## src/rtl/cpu_pkg.sv

```systemverilog
// Shared definitions for the 16-bit CPU control path: opcodes, ALUOp codes,
// sequencer state encoding and opcode classification.
package cpu_pkg;

    localparam logic [3:0] OP_RLOG = 4'b0000;
    localparam logic [3:0] OP_RADD = 4'b0001;
    localparam logic [3:0] OP_RSH  = 4'b0010;
    localparam logic [3:0] OP_ADDI = 4'b1001;
    localparam logic [3:0] OP_SUBI = 4'b1010;
    localparam logic [3:0] OP_SLTI = 4'b1011;
    localparam logic [3:0] OP_LW   = 4'b1100;
    localparam logic [3:0] OP_SW   = 4'b1101;
    localparam logic [3:0] OP_BEQ  = 4'b1111;

    localparam logic [1:0] ALU_ADD   = 2'b00;
    localparam logic [1:0] ALU_SUB   = 2'b01;
    localparam logic [1:0] ALU_RTYPE = 2'b10;
    localparam logic [1:0] ALU_ITYPE = 2'b11;

    typedef enum logic [3:0] {
        S_IDLE   = 4'd0,
        S_FETCH  = 4'd1,
        S_DECODE = 4'd2,
        S_EXEC_R = 4'd3,
        S_EXEC_I = 4'd4,
        S_ADDR   = 4'd5,
        S_MEM_RD = 4'd6,
        S_MEM_WR = 4'd7,
        S_WB_ALU = 4'd8,
        S_WB_MEM = 4'd9,
        S_BRANCH = 4'd10
    } state_e;

    typedef enum logic [2:0] {
        C_R   = 3'd0,
        C_I   = 3'd1,
        C_LW  = 3'd2,
        C_SW  = 3'd3,
        C_BEQ = 3'd4,
        C_ILL = 3'd5
    } op_class_e;

    function automatic op_class_e classify(input logic [3:0] op);
        op_class_e cls;
        case (op)
            OP_RLOG, OP_RADD, OP_RSH: cls = C_R;
            OP_ADDI, OP_SUBI, OP_SLTI: cls = C_I;
            OP_LW:                     cls = C_LW;
            OP_SW:                     cls = C_SW;
            OP_BEQ:                    cls = C_BEQ;
            default:                   cls = C_ILL;
        endcase
        return cls;
    endfunction

endpackage

```

## src/rtl/cpu_sequencer.sv

```systemverilog
// Multi-cycle Moore control sequencer: steps the shared datapath one phase per
// cycle with request/ready handshakes to instruction and data memory.
module cpu_sequencer
    import cpu_pkg::*;
#(
    parameter int CNT_W = 16
) (
    input  logic             clk_i,
    input  logic             rst_ni,
    input  logic             run_i,
    input  logic [3:0]       opcode_i,
    input  logic             zero_i,
    input  logic             imem_ready_i,
    input  logic             dmem_ready_i,
    output logic             imem_req_o,
    output logic             ir_write_o,
    output logic             pc_write_o,
    output logic             pc_write_cond_o,
    output logic             reg_dst_o,
    output logic             alu_src_o,
    output logic             mem_to_reg_o,
    output logic             reg_write_o,
    output logic             mem_read_o,
    output logic             mem_write_o,
    output logic [1:0]       alu_op_o,
    output logic             illegal_o,
    output logic             busy_o,
    output logic [CNT_W-1:0] retire_count_o
);

    state_e             state_q, state_d;
    logic               is_r_q, is_r_d;
    logic               is_lw_q, is_lw_d;
    logic               illegal_q, illegal_d;
    logic [CNT_W-1:0]   retire_q;
    logic               retire_s;
    logic [1:0]         rst_sync_q;
    logic               rst_int_n;
    op_class_e          cls_s;
    logic               unused_zero_s;

    // Zero only qualifies PCWriteCond inside the datapath.
    assign unused_zero_s = zero_i;
    assign cls_s         = classify(opcode_i);
    assign rst_int_n     = rst_sync_q[1];

    // Reset synchronizer: asserts immediately, releases two clocks later.
    always_ff @(posedge clk_i or negedge rst_ni) begin
        if (!rst_ni) begin
            rst_sync_q <= 2'b00;
        end else begin
            rst_sync_q <= {rst_sync_q[0], 1'b1};
        end
    end

    // State, stored class bits, sticky illegal flag and retire counter.
    always_ff @(posedge clk_i or negedge rst_int_n) begin
        if (!rst_int_n) begin
            state_q   <= S_IDLE;
            is_r_q    <= 1'b0;
            is_lw_q   <= 1'b0;
            illegal_q <= 1'b0;
            retire_q  <= {CNT_W{1'b0}};
        end else begin
            state_q   <= state_d;
            is_r_q    <= is_r_d;
            is_lw_q   <= is_lw_d;
            illegal_q <= illegal_d;
            if (retire_s) begin
                retire_q <= retire_q + {{(CNT_W-1){1'b0}}, 1'b1};
            end else begin
                retire_q <= retire_q;
            end
        end
    end

    // Next-state selection and retire detection.
    always_comb begin
        state_d   = state_q;
        is_r_d    = is_r_q;
        is_lw_d   = is_lw_q;
        illegal_d = illegal_q;
        retire_s  = 1'b0;
        case (state_q)
            S_IDLE:   state_d = run_i ? S_FETCH : S_IDLE;
            S_FETCH:  state_d = imem_ready_i ? S_DECODE : S_FETCH;
            S_DECODE: begin
                is_r_d  = (cls_s == C_R);
                is_lw_d = (cls_s == C_LW);
                case (cls_s)
                    C_R:        state_d = S_EXEC_R;
                    C_I:        state_d = S_EXEC_I;
                    C_LW, C_SW: state_d = S_ADDR;
                    C_BEQ:      state_d = S_BRANCH;
                    default: begin
                        illegal_d = 1'b1;
                        state_d   = run_i ? S_FETCH : S_IDLE;
                    end
                endcase
            end
            S_EXEC_R, S_EXEC_I: state_d = S_WB_ALU;
            S_ADDR:   state_d = is_lw_q ? S_MEM_RD : S_MEM_WR;
            S_MEM_RD: state_d = dmem_ready_i ? S_WB_MEM : S_MEM_RD;
            S_MEM_WR: begin
                if (dmem_ready_i) begin
                    retire_s = 1'b1;
                    state_d  = run_i ? S_FETCH : S_IDLE;
                end else begin
                    state_d  = S_MEM_WR;
                end
            end
            S_WB_ALU, S_WB_MEM, S_BRANCH: begin
                retire_s = 1'b1;
                state_d  = run_i ? S_FETCH : S_IDLE;
            end
            default:  state_d = S_IDLE;
        endcase
    end

    // Control decode; only the fetch write strobes look at a ready input.
    always_comb begin
        imem_req_o      = 1'b0;
        ir_write_o      = 1'b0;
        pc_write_o      = 1'b0;
        pc_write_cond_o = 1'b0;
        reg_dst_o       = 1'b0;
        alu_src_o       = 1'b0;
        mem_to_reg_o    = 1'b0;
        reg_write_o     = 1'b0;
        mem_read_o      = 1'b0;
        mem_write_o     = 1'b0;
        alu_op_o        = ALU_ADD;
        case (state_q)
            S_FETCH: begin
                imem_req_o = 1'b1;
                ir_write_o = imem_ready_i;
                pc_write_o = imem_ready_i;
            end
            S_EXEC_R: begin
                reg_dst_o = 1'b1;
                alu_op_o  = ALU_RTYPE;
            end
            S_EXEC_I: begin
                alu_src_o = 1'b1;
                alu_op_o  = ALU_ITYPE;
            end
            S_WB_ALU: begin
                reg_write_o = 1'b1;
                reg_dst_o   = is_r_q;
                alu_src_o   = ~is_r_q;
                alu_op_o    = is_r_q ? ALU_RTYPE : ALU_ITYPE;
            end
            S_ADDR:   alu_src_o = 1'b1;
            S_MEM_RD: begin
                mem_read_o = 1'b1;
                alu_src_o  = 1'b1;
            end
            S_WB_MEM: begin
                reg_write_o  = 1'b1;
                mem_to_reg_o = 1'b1;
            end
            S_MEM_WR: mem_write_o = 1'b1;
            S_BRANCH: begin
                pc_write_cond_o = 1'b1;
                alu_op_o        = ALU_SUB;
            end
            default: begin
                imem_req_o = 1'b0;
            end
        endcase
    end

    assign busy_o         = (state_q != S_IDLE);
    assign illegal_o      = illegal_q;
    assign retire_count_o = retire_q;

endmodule

```

## config.mk

```make
export PLATFORM = sky130hd
export DESIGN_NAME = cpu_sequencer
export DESIGN_NICKNAME = d
export VERILOG_FILES = /design/src/rtl/cpu_pkg.sv /design/src/rtl/cpu_sequencer.sv
export SDC_FILE = /design/constraint.sdc
export NUM_CORES = 1
export LEC_CHECK = 0
export ABC_AREA = 1
export ABC_CLOCK_PERIOD_IN_PS = 3100
export CAP_MARGIN = 20
export CORE_MARGIN = 10
export CORE_UTILIZATION = 29
export DETAILED_ROUTE_END_ITERATION = 12
export HOLD_SLACK_MARGIN = 0.02
export PLACE_DENSITY_LB_ADDON = 0.08
export SYNTH_ARGS = -nofsm -noshare
export SYNTH_HDL_FRONTEND = slang
export SYNTH_SLANG_ARGS = --single-unit
```

## constraint.sdc

```tcl
create_clock -name clk_i -period 3.1 [get_ports clk_i]
set_clock_uncertainty 0.1 [all_clocks]
set_input_delay 0.62 -clock clk_i [delete_from_list [all_inputs] [get_ports clk_i]]
set_output_delay 0.62 -clock clk_i [all_outputs]
set_load 0.02 [all_outputs]
```

Word-level counts from Yosys, hierarchy flattened
Memory sizes are Yosys's and may differ from the RTL's.
Index checks and enable logic that the tools add are counted.
- register bits after elaboration: 25
- bits in read-only memories: 48
- output and inout port bits: 30
- word-level logic and storage cells: 55
- memories kept: 1
- memory list (name ; words ; bits a word ; read ports ; clocked after memory_dff ; wr ports ; line ; source):
    (no name shown) ; 16 ; 3 ; 1 ; 0 ; 0 ; cpu_pkg.sv:45 ; case (op)
- $add $sub $neg: 1
- equal/unequal tests: 14
- muxes and demuxes: 20
- bitwise gates (word level): 2
- reduce and logical (&&, ||, !) cells: 11
- operators with widths (operator ; number):
    one-hot mux 4 bit (7 select lines) ; 1
    adder 16 x 1 -> 16 bit (second input constant) ; 1
    equality test 4 x 3 -> 1 bit (second input constant) ; 4
    one-hot mux 4 bit (4 select lines) ; 1
    equality test 4 bit (second input constant) ; 3
    2-to-1 mux 1 bit ; 11
    equality test 4 x 2 -> 1 bit (second input constant) ; 2
    one-hot mux 2 bit (4 select lines) ; 1
    equality test 3 x 2 -> 1 bit (second input constant) ; 2
    one-hot mux 1 bit (2 select lines) ; 3
    OR reduction 2 bit ; 3
    OR reduction 3 bit ; 2
    OR reduction 5 bit ; 1
    equality test 4 x 1 -> 1 bit (second input constant) ; 1
    logical NOT 4 bit ; 1
    2-to-1 mux 4 bit ; 1
    nonzero test 4 bit ; 1
    OR reduction 4 bit ; 1
    equality test 3 x 1 -> 1 bit (second input constant) ; 1
    equality test 3 bit (second input constant) ; 1
    logical NOT 3 bit ; 1
    2-to-1 mux 3 bit ; 1
    2-to-1 mux 2 bit ; 1
    NOT 1 bit ; 2
    AND reduction 2 bit ; 1

Logic depth before layout (Yosys ltp)
Gate-level depths: netlist of run 1.
An unclocked memory read counts as a cell.
- depth after elaboration: 5
- depth in mapped cells: 10

Worst setup path before layout of run 1
OpenSTA, ideal clock, no wires.
- kind: register to output
- start: register state_q[2]
- end: output port pc_write_o
- arrival: 1.449 ns
- required time: 2.380 ns
- slack: 0.931 ns
- cell stages (with the launch flop): 7
- path buffers: 1
- cells stage by stage: dfrtp_1 -> nor2_1 -> inv_1 -> nor2_1 -> nand2_1 -> inv_1 -> buf_4
- cells in the longest elaborated chain, start to end: 2
- ends and longest elaborated chain (item ; line ; source):
    from (decl) ; cpu_sequencer.sv:31 ; state_e state_q, state_d;
    from (signal assigned) ; cpu_sequencer.sv:65 ; state_q <= state_d;
    equality test 4 x 1 -> 1 bit ; -- ;
    2-to-1 mux 1 bit ; -- ;
    to (decl) ; cpu_sequencer.sv:17 ; output logic pc_write_o,
No other way between the ends.

Worst setup path in the final report of run 1
- start: register state_q[0]
- end: output port alu_op_o[0]
- cells in the longest elaborated chain, start to end: 2
- elaborated cells between the ends (all ways): 5
- ends and longest elaborated chain (item ; line ; source):
    equality test 4 bit, or another cell as far along ; cpu_sequencer.sv:133 ; case (state_q)
    one-hot mux 2 bit (4 select lines) * ; cpu_sequencer.sv:133 ;
    to (decl) ; cpu_sequencer.sv:25 ; output logic [1:0] alu_op_o,
Every way passes the cells marked *; elsewhere a longest branch is shown, timed or not.

==> reports/metrics.csv, run 1 <==
metric;value;unit
fraction of layout cells with a size suffix above 1;5.17;%
syn_nets;245;
synth-to-layout area growth;31.3;%
slowest CP cell;clkdlybuf4s50_1;
fin util;39.9;%
asr flop ratio synth;100;%
most common cell in the netlist;nand2_1;
slowest cell delay on critical path;640;ps
initial DRC count;69;
worst path cell trace;nor2_1, inv_1, nor2_1, nand2_1, o221ai_1, clkdlybuf4s50_1;
worst hold path type;reg2reg;
post-synthesis sequential area ratio;39.8;%
max-cap violation count;0;
Worst Path Buf+Inv;2;
largest net degree at the start of global routing;24;
Post-synth top cells;nand2_1 (83), inv_1 (34), nor2_1 (31);
top post-synthesis cells by area;dfrtp_1 (40%), nand2_1 (20%), inv_1 (8.1%);
period utilization;87.2;%
area occupied by multi-input gates;792;um2
VDD IR-drop max;0.000329;V
Hold Vio Cnt, Final;0;
sequential cell area;626;um2
capturing element type of the critical path;primary output;
hpwl dp;3.12;mm
relative slew slack;38.0;%
first-pass GRT wire length;6.83;mm
Cells after Synth;232;
setup repair after global routing missed its margin;false;
Synth top area share;39.8;%
Netlist cell types;26;
Total Power;0.00135;W
Port Buffers;38;
vias in the first global route;1471;
Routed WL;3.84;mm
post_cts resized;0;
minimum clock period;2700;ps
clk buf depth;2;
Die ar.;0.00877;mm2
Sink Count;25;
Synth warnings;0;
Starting Density;30.4;%
PwrDens;654;mW/mm2
Crit path top cell by count;nor2_1;
depth of the CTS H-tree;1;
Reg clk slew, reported paths;90;ps
Syn Area/Cell;6.78;um2
core area;0.00517;mm2
actual slew at the worst max-slew pin;930;ps
top_reg_cell synth;dfrtp_1;
root buf cell;clkbuf_8;
status;complete, no violations;
Diodes inserted;0;
Setup CP Type;reg2out;
Nets;285;
CTS Buf Count;3;
FP Rows;26;
total gr overflow;0;
critical path required time;2380;ps
Leak Pwr;0.978;nW
largest area contributor in the netlist;dfrtp_1;
final routed DRC violation total;0;
GRT Util Overall;9.35;%
Ports;40;
setup ws final;397;ps
CP Launch Type;flip-flop;
dpl cells;337;
CTS tree;built;
Total Neg Setup Slack;0;ps
via-per-instance ratio;4.31;
initial antenna violation count;0;
antenna-violating nets left;0;
dpl ws;505;ps
Max Freq;370;MHz
drt wl/cell;11.3;um
worst-path fanout max;5;
Die X-Extent;93.6;um
setup violators final;0;
CP top delay family;buffers and inverters;
Post CTS Setup Buffer Count;0;
EDFF count, synth;0;
WP data arrival;1980;ps
Clock Latency Late Sink;270;ps
Slew Viols, Final;0;
DR pass1 iterations;4;
flops & latches, synth;25;
mapped cell area;0.00157;mm2
GPL Wtd Cong;0.838;
fill count;536;
Final Non-Filler Cells;341;
hold_buf cts;0;
Die H;93.6;um
detailed-route via count;1469;
power breakdown:
part	internal [W]	total [W]	switching [W]	leakage [nW]
Combinational	0.000272	0.000690	0.000418	0.627
Clock	0.0000912	0.000202	0.000110	0.0217
Sequential	0.000387	0.000459	0.0000719	0.329
worst register-to-register path, delay by kind of cell, from the launching register on:
| family | cells | cell delay (ps) |
|---|---|---|
| buffers and inverters | 1 | 60 |
| xor gates and xnor gates | 1 | 160 |
| and+or+nand+nor | 3 | 480 |
| AOI/OAI and AO/OA | 1 | 70 |
| DFF | 1 | 440 |
| adders and majority gates | 1 | 220 |
sequential cells by signal (all words and copies together) (netlist names):
name	count
illegal_o	1
retire_count_o	16
rst_sync_q	2
is_lw_q	1
is_r_q	1
state_q	4
metal layers:
metal	GRT usage, %	part of all wire, %
met1	12.7	51
met2	14.1	43
met3	3.12	6.0
met4	1.90	0.65
met5	0	0
area by class of cell:
cell class                 count  share of cell area [%]
clock buffer                   3                    2.00
clock inverter                 1                   0.363
inverter                      35                    6.36
multi-input combinational    169                    38.3
sequential                    25                    30.3
tap                           70                    4.24
timing repair buffer          38                    18.4
layout by cell type, fill, tap and decap left out:
| cell | count |
|---|---|
| ha_1 | 3 |
| clkbuf_8 | 3 |
| a21oi_1 | 2 |
| nand2_1 | 83 |
| nor2_4 | 1 |
| nand4_1 | 4 |
| o22ai_1 | 1 |
| xor2_1 | 3 |
| o221ai_1 | 1 |
| inv_1 | 34 |
| xnor2_1 | 4 |
| nor3_1 | 1 |
| nand2_4 | 2 |
| nor2_1 | 31 |
| o21ai_0 | 8 |
| nor2_2 | 3 |
| nand2_2 | 2 |
| clkdlybuf4s50_1 | 38 |
| clkinvlp_4 | 1 |
| or2_2 | 1 |
| conb_1 | 1 |
| o21ai_1 | 4 |
| dfrtp_1 | 25 |
| nand3_1 | 12 |
| o211ai_1 | 2 |
| inv_2 | 1 |
metrics by stage:
| step | hold WS [ps] | area [um2] |
|---|---|---|
| finish | 257 | 2070 |
| global route | 269 | 2070 |
| CTS | 262 | 2070 |
| detailed placement | 239 | 2020 |
| global placement | 233 | 2020 |
| floorplan | 194 | 1570 |
cells by family (layout without fill, tap and decap cells):
group           after synthesis  after routing  share of synthesized area [%]
fa+ha+maj                     3              3                           2.39
compound gates               18             18                           6.36
other cells                   1              1                          0.238
simple gates                140            140                           37.5
xor+xnor                      7              7                           3.90
flops                        25             25                           39.8
buf+inv                      38             77                           9.86
final timing paths:
kind | startpoint | endpoint | slack (ps) | depth (start not counted)
max | state_q[0] | alu_op_o[0] | 400 | 6
min | rst_sync_q[0] | rst_sync_q[1] | 260 | 0
min in group asynchronous | rst_sync_q[1] | illegal_o | 290 | 0
max in group asynchronous | rst_sync_q[1] | retire_count_o[6] | 2040 | 0
min reg2reg | rst_sync_q[0] | rst_sync_q[1] | 260 | 0
max reg2reg | retire_count_o[0] | retire_count_o[8] | 1470 | 7
Power figures use the tool's default switching activity.
==> run 2: changes to the inputs <==
--- a/config.mk
+++ b/config.mk
@@ -7,10 +7,11 @@
 export LEC_CHECK = 0
 export ABC_AREA = 1
 export ABC_CLOCK_PERIOD_IN_PS = 3100
-export CAP_MARGIN = 20
+export CAP_MARGIN = 30
 export CORE_MARGIN = 10
 export CORE_UTILIZATION = 29
 export DETAILED_ROUTE_END_ITERATION = 12
+export DONT_BUFFER_PORTS = 1
 export HOLD_SLACK_MARGIN = 0.02
 export PLACE_DENSITY_LB_ADDON = 0.08
 export SYNTH_ARGS = -nofsm -noshare
==> reports/metrics.csv, run 2 (synthesis results as in run 1) <==
metric;value;unit;change
Die H;93.6;um;unchanged
root buf cell;clkbuf_8;;
Sink Count;25;;unchanged
setup violators final;0;;unchanged
Total Neg Setup Slack;0;ps;unchanged
detailed-route via count;1348;;-8.2%
worst-path fanout max;4;;-1
Starting Density;30.4;%;unchanged
FP Rows;26;;unchanged
fill count;596;;+11%
worst path cell trace;nor2_1, inv_1, nor2_1, nand2_1, inv_1;;
fraction of layout cells with a size suffix above 1;6.38;%;+1.2 points
Setup CP Type;reg2out;;
status;complete, no violations;;
initial antenna violation count;0;;unchanged
first-pass GRT wire length;6.80;mm;-0.41%
Leak Pwr;0.863;nW;-12%
Port Buffers;0;;-100%
CTS Buf Count;3;;unchanged
period utilization;83.9;%;-3.3 points
sequential cell area;626;um2;unchanged
antenna-violating nets left;0;;unchanged
largest net degree at the start of global routing;21;;-13%
WP data arrival;1880;ps;-100 ps
commonest non-fill, non-tap cell in the layout;nand2_1;;
initial DRC count;83;;+20%
VDD IR-drop max;0.000186;V;-43%
Switch Pwr;0.000587;W;-2.2%
worst hold path type;reg2async;;
total gr overflow;0;;unchanged
max-cap violation count;0;;unchanged
Ports;40;;unchanged
Die ar.;0.00877;mm2;unchanged
Max Freq;385;MHz;+3.9%
Internal Power;0.000599;W;-20%
most frequent cells in the layout;nand2_1 (83), inv_1 (34), nor2_1 (31);;
Hold Vio Cnt, Final;0;;unchanged
capturing element type of the critical path;primary output;;
GRT Util Overall;9.54;%;+0.19 points
GPL Wtd Cong;0.830;;-0.97%
Diodes inserted;0;;unchanged
hpwl dp;3.27;mm;+4.8%
area occupied by multi-input gates;792;um2;unchanged
minimum clock period;2600;ps;-102 ps
post_cts resized;0;;unchanged
CP top delay family;simple AND/OR/NAND/NOR gates;;
slowest cell delay on critical path;400;ps;-240 ps
drt wl/cell;13.0;um;+16%
clk buf depth;2;;unchanged
Routed WL;3.97;mm;+3.3%
Final Non-Filler Cells;305;;-11%
Flop pwr share;41.8;%;+7.8 points
critical path required time;2380;ps;about the same
Slew Viols, Final;0;;unchanged
depth of the CTS H-tree;1;;unchanged
Worst Path Buf+Inv;2;;unchanged
Clock Latency Late Sink;280;ps;about the same
core area;0.00517;mm2;unchanged
slowest CP cell;dfrtp_1;;
synth-to-layout area growth;9.63;%;
final routed DRC violation total;0;;unchanged
dpl cells;300;;-11%
CP Launch Type;flip-flop;;
vias in the first global route;1327;;-9.8%
combinational cell fraction of total power;40.3;%;-11 points
setup repair after global routing missed its margin;false;;
Reg clk slew, reported paths;100;ps;about the same
clock share of power;17.9;%;+3.0 points
via-per-instance ratio;4.42;;+2.6%
CTS tree;built;;
Nets;249;;-13%
DR pass1 iterations;4;;unchanged
switching part of the total;49.5;%;+5.0 points
PwrDens;688;mW/mm2;+5.2%
max reg flops;16;;unchanged
Die X-Extent;93.6;um;unchanged
-- run 2: final timing paths --
check	startpoint	endpoint	slack [ps]	cells past startpoint
max	state_q[2]	ir_write_o	500	5
min	rst_sync_q[1]	retire_count_o[4]	100	0
max reg2reg	retire_count_o[0]	retire_count_o[8]	1310	7
min reg2reg	rst_sync_q[1]	retire_count_o[4]	100	0
max in group asynchronous	rst_ni	rst_sync_q[1]	2330	1
min in group clk_i	rst_sync_q[0]	rst_sync_q[1]	260	0
-- run 2: what timing repair did --
item                                    4_1_cts  5_1_grt
hold buffers                                  1        0
setup buffers                                 0        0
endpoints found under the setup margin        0        0
hold endpoints to repair                      2        0
-- run 2: layout make-up --
class,count,share of cell area [%]
sequential,25,36.3
timing repair buffer,2,2.18
tap,70,5.08
multi-input combinational,169,45.9
clock inverter,1,0.508
clock buffer,3,2.39
inverter,35,7.62
-- run 2: per-stage QoR --
stage                     total power (W)  hold slack (ps)  util, %  setup WS (ps)  area (um2)
after floorplan                  0.000895              194        -            931        1570
after global placement           0.000991              224     31.6            804        1640
after detailed placement         0.000992              105     32.2            791        1660
after CTS                         0.00121              117     33.3            475        1720
after global routing              0.00129              146     33.3            369        1720
final                             0.00119             99.0     33.3            499        1720
-- run 2: power by group through the flow --
stage / clock [W] / sequential (W) / combinational [W]
finish: 0.000213 / 0.000496 / 0.000477
global route: 0.000241 / 0.000510 / 0.000538
CTS: 0.000224 / 0.000500 / 0.000487
detailed placement: 0 / 0.000507 / 0.000485
global placement: 0 / 0.000508 / 0.000484
floorplan: 0 / 0.000483 / 0.000412
-- run 2: layer usage --
layer	share of wire [%]	up-vias	routed length, um	track usage (%)
met5	0	-	0	0
met4	0.38	0	15	1.52
met3	6.7	2	268	3.92
met2	44	21	1740	14.8
met1	49	609	1950	12.3
li1	-	716	-	-
==> run 3: changes to the inputs <==
--- a/config.mk
+++ b/config.mk
@@ -6,7 +6,7 @@
 export NUM_CORES = 1
 export LEC_CHECK = 0
 export ABC_AREA = 1
-export ABC_CLOCK_PERIOD_IN_PS = 3100
+export ABC_CLOCK_PERIOD_IN_PS = 2200
 export CAP_MARGIN = 30
 export CORE_MARGIN = 10
 export CORE_UTILIZATION = 29
==> constraint.sdc (replaced) <==
create_clock -name clk_i -period 2.2 [get_ports clk_i]
set_clock_uncertainty 0.1 [all_clocks]
set_input_delay 0.44 -clock clk_i [delete_from_list [all_inputs] [get_ports clk_i]]
set_output_delay 0.44 -clock clk_i [all_outputs]
set_load 0.02 [all_outputs]
==> reports/metrics.csv, run 3 (synthesis results as in run 1) <==
metric;value;unit;change
Die X-Extent;93.6;um;unchanged
clk buf depth;2;;unchanged
R2R Path Start;retire_count_o[0];;
setup violators final;0;;unchanged
slowest cell delay on critical path;450;ps;+50 ps
WP depth;5;;unchanged
FP Rows;26;;unchanged
most frequent cells in the layout;nand2_1 (83), inv_1 (33), nor2_1 (30);;
hpwl dp;3.20;mm;-2.1%
sequential cell area;626;um2;unchanged
first-pass GRT wire length;6.62;mm;-2.6%
total gr overflow;0;;unchanged
Hold Vio Cnt, Final;0;;unchanged
Setup CP Type;reg2out;;
Flop pwr share;41.7;%;about the same
Post CTS Setup Buffer Count;0;;unchanged
fill count;573;;-3.9%
Die H;93.6;um;unchanged
vias in the first global route;1338;;+0.83%
Reg clk slew, reported paths;90;ps;about the same
WP data arrival;1480;ps;-400 ps
Starting Density;30.4;%;unchanged
Routed WL;3.89;mm;-2.1%
worst-path fanout max;6;;+2
initial DRC count;72;;-13%
Slew Viols, Final;0;;unchanged
CP top delay family;flip-flops;;
status;complete, no violations;;
Nets;250;;+0.40%
slowest CP cell;dfrtp_1;;
minimum clock period;2020;ps;
core area;0.00517;mm2;unchanged
Die ar.;0.00877;mm2;unchanged
capturing element type of the critical path;primary output;;
logic depth of the worst register-to-register path;7;;unchanged
via-per-instance ratio;4.40;;-0.40%
Internal Power;0.000857;W;+43%
Port Buffers;0;;unchanged
switching part of the total;48.9;%;-0.55 points
Max Freq;496;MHz;
clock share of power;16.8;%;-1.1 points
R2R setup slack;430;ps;-880 ps
detailed-route via count;1347;;-0.074%
fraction of layout cells with a size suffix above 1;8.05;%;+1.7 points
area occupied by multi-input gates;801;um2;+1.1%
Worst Path Buf+Inv;2;;unchanged
synth-to-layout area growth;9.31;%;
initial antenna violation count;0;;unchanged
CTS Buf Count;3;;unchanged
PwrDens;976;mW/mm2;+42%
combinational cell fraction of total power;41.5;%;+1.2 points
Total Neg Setup Slack;0;ps;unchanged
Switch Pwr;0.000822;W;+40%
GPL Wtd Cong;0.809;;-2.6%
largest net degree at the start of global routing;21;;unchanged
period utilization;91.6;%;
final routed DRC violation total;0;;unchanged
max-cap violation count;0;;unchanged
depth of the CTS H-tree;1;;unchanged
Sink Count;25;;unchanged
antenna-violating nets left;0;;unchanged
Ports;40;;unchanged
commonest non-fill, non-tap cell in the layout;nand2_1;;
worst hold path type;reg2async;;
setup repair after global routing missed its margin;false;;
drt wl/cell;12.7;um;-2.4%
VDD IR-drop max;0.000260;V;+40%
CP Launch Type;flip-flop;;
worst path cell trace;nor2_1, inv_1, nor2_1, inv_1, o22ai_2;;
critical path required time;1660;ps;-720 ps
GRT Util Overall;9.35;%;-0.20 points
Diodes inserted;0;;unchanged
max reg flops;16;;unchanged
CTS tree;built;;
Clock Latency Late Sink;270;ps;about the same
Leak Pwr;0.855;nW;-0.86%
Reg2Reg Capture Point;retire_count_o[8];;
root buf cell;clkbuf_8;;
fin util;33.2;%;-0.097 points
DR pass1 iterations;4;;unchanged
run 3: worst max-delay path by stage:
| stage | endpoint | slack [ps] | from |
|---|---|---|---|
| floorplan | pc_write_o | 210 | state_q[2] |
| global placement | reg_dst_o | 350 | state_q[1] |
| detailed placement | reg_dst_o | 350 | state_q[1] |
| CTS | reg_dst_o | 30 | state_q[1] |
| global route | reg_dst_o | 40 | state_q[1] |
| finish | reg_dst_o | 180 | state_q[1] |
run 3: final cells by class:
| cell class | count | area share (%) |
|---|---|---|
| multi-input cells | 169 | 46.6 |
| inverters | 35 | 7.64 |
| clock buffers | 3 | 2.40 |
| flip-flops and latches | 25 | 36.4 |
| clock inverters | 1 | 0.437 |
| well taps | 70 | 5.09 |
| repair buffers | 3 | 1.46 |
run 3: power by group through the flow:
stage	sequential [W]	clock [W]	combinational, W
after floorplan	0.000681	0	0.000581
after global placement	0.000712	0	0.000698
after detailed placement	0.000713	0	0.000695
after CTS	0.000703	0.000299	0.000699
after global routing	0.000720	0.000318	0.000794
final	0.000700	0.000282	0.000697
run 3: layer usage:
metal	global-route usage, %	routed length, um	part of all wire [%]
met1	12.2	1880	48
met3	4.08	316	8.1
met2	14.1	1680	43
met5	0	0	0
met4	1.52	17	0.44
run 3: what timing repair did:
action                                 4_1_cts  5_1_grt
hold buffers                                 1        0
gates resized for setup                      0        3
setup endpoints to repair                    0        3
endpoints found under the hold margin        2        0
run 3: metrics by stage:
step | power (W) | instances | instance area (um2) | setup slack, ps | hold WS (ps)
after floorplan | 0.00126 | 232 | 1570 | 211 | 44.4
after global placement | 0.00141 | 301 | 1650 | 345 | 44.5
after detailed placement | 0.00141 | 301 | 1650 | 347 | 44.5
after CTS | 0.00170 | 306 | 1710 | 25.1 | 103
after global routing | 0.00183 | 306 | 1720 | 36.6 | 150
final | 0.00168 | 306 | 1720 | 185 | 78.3
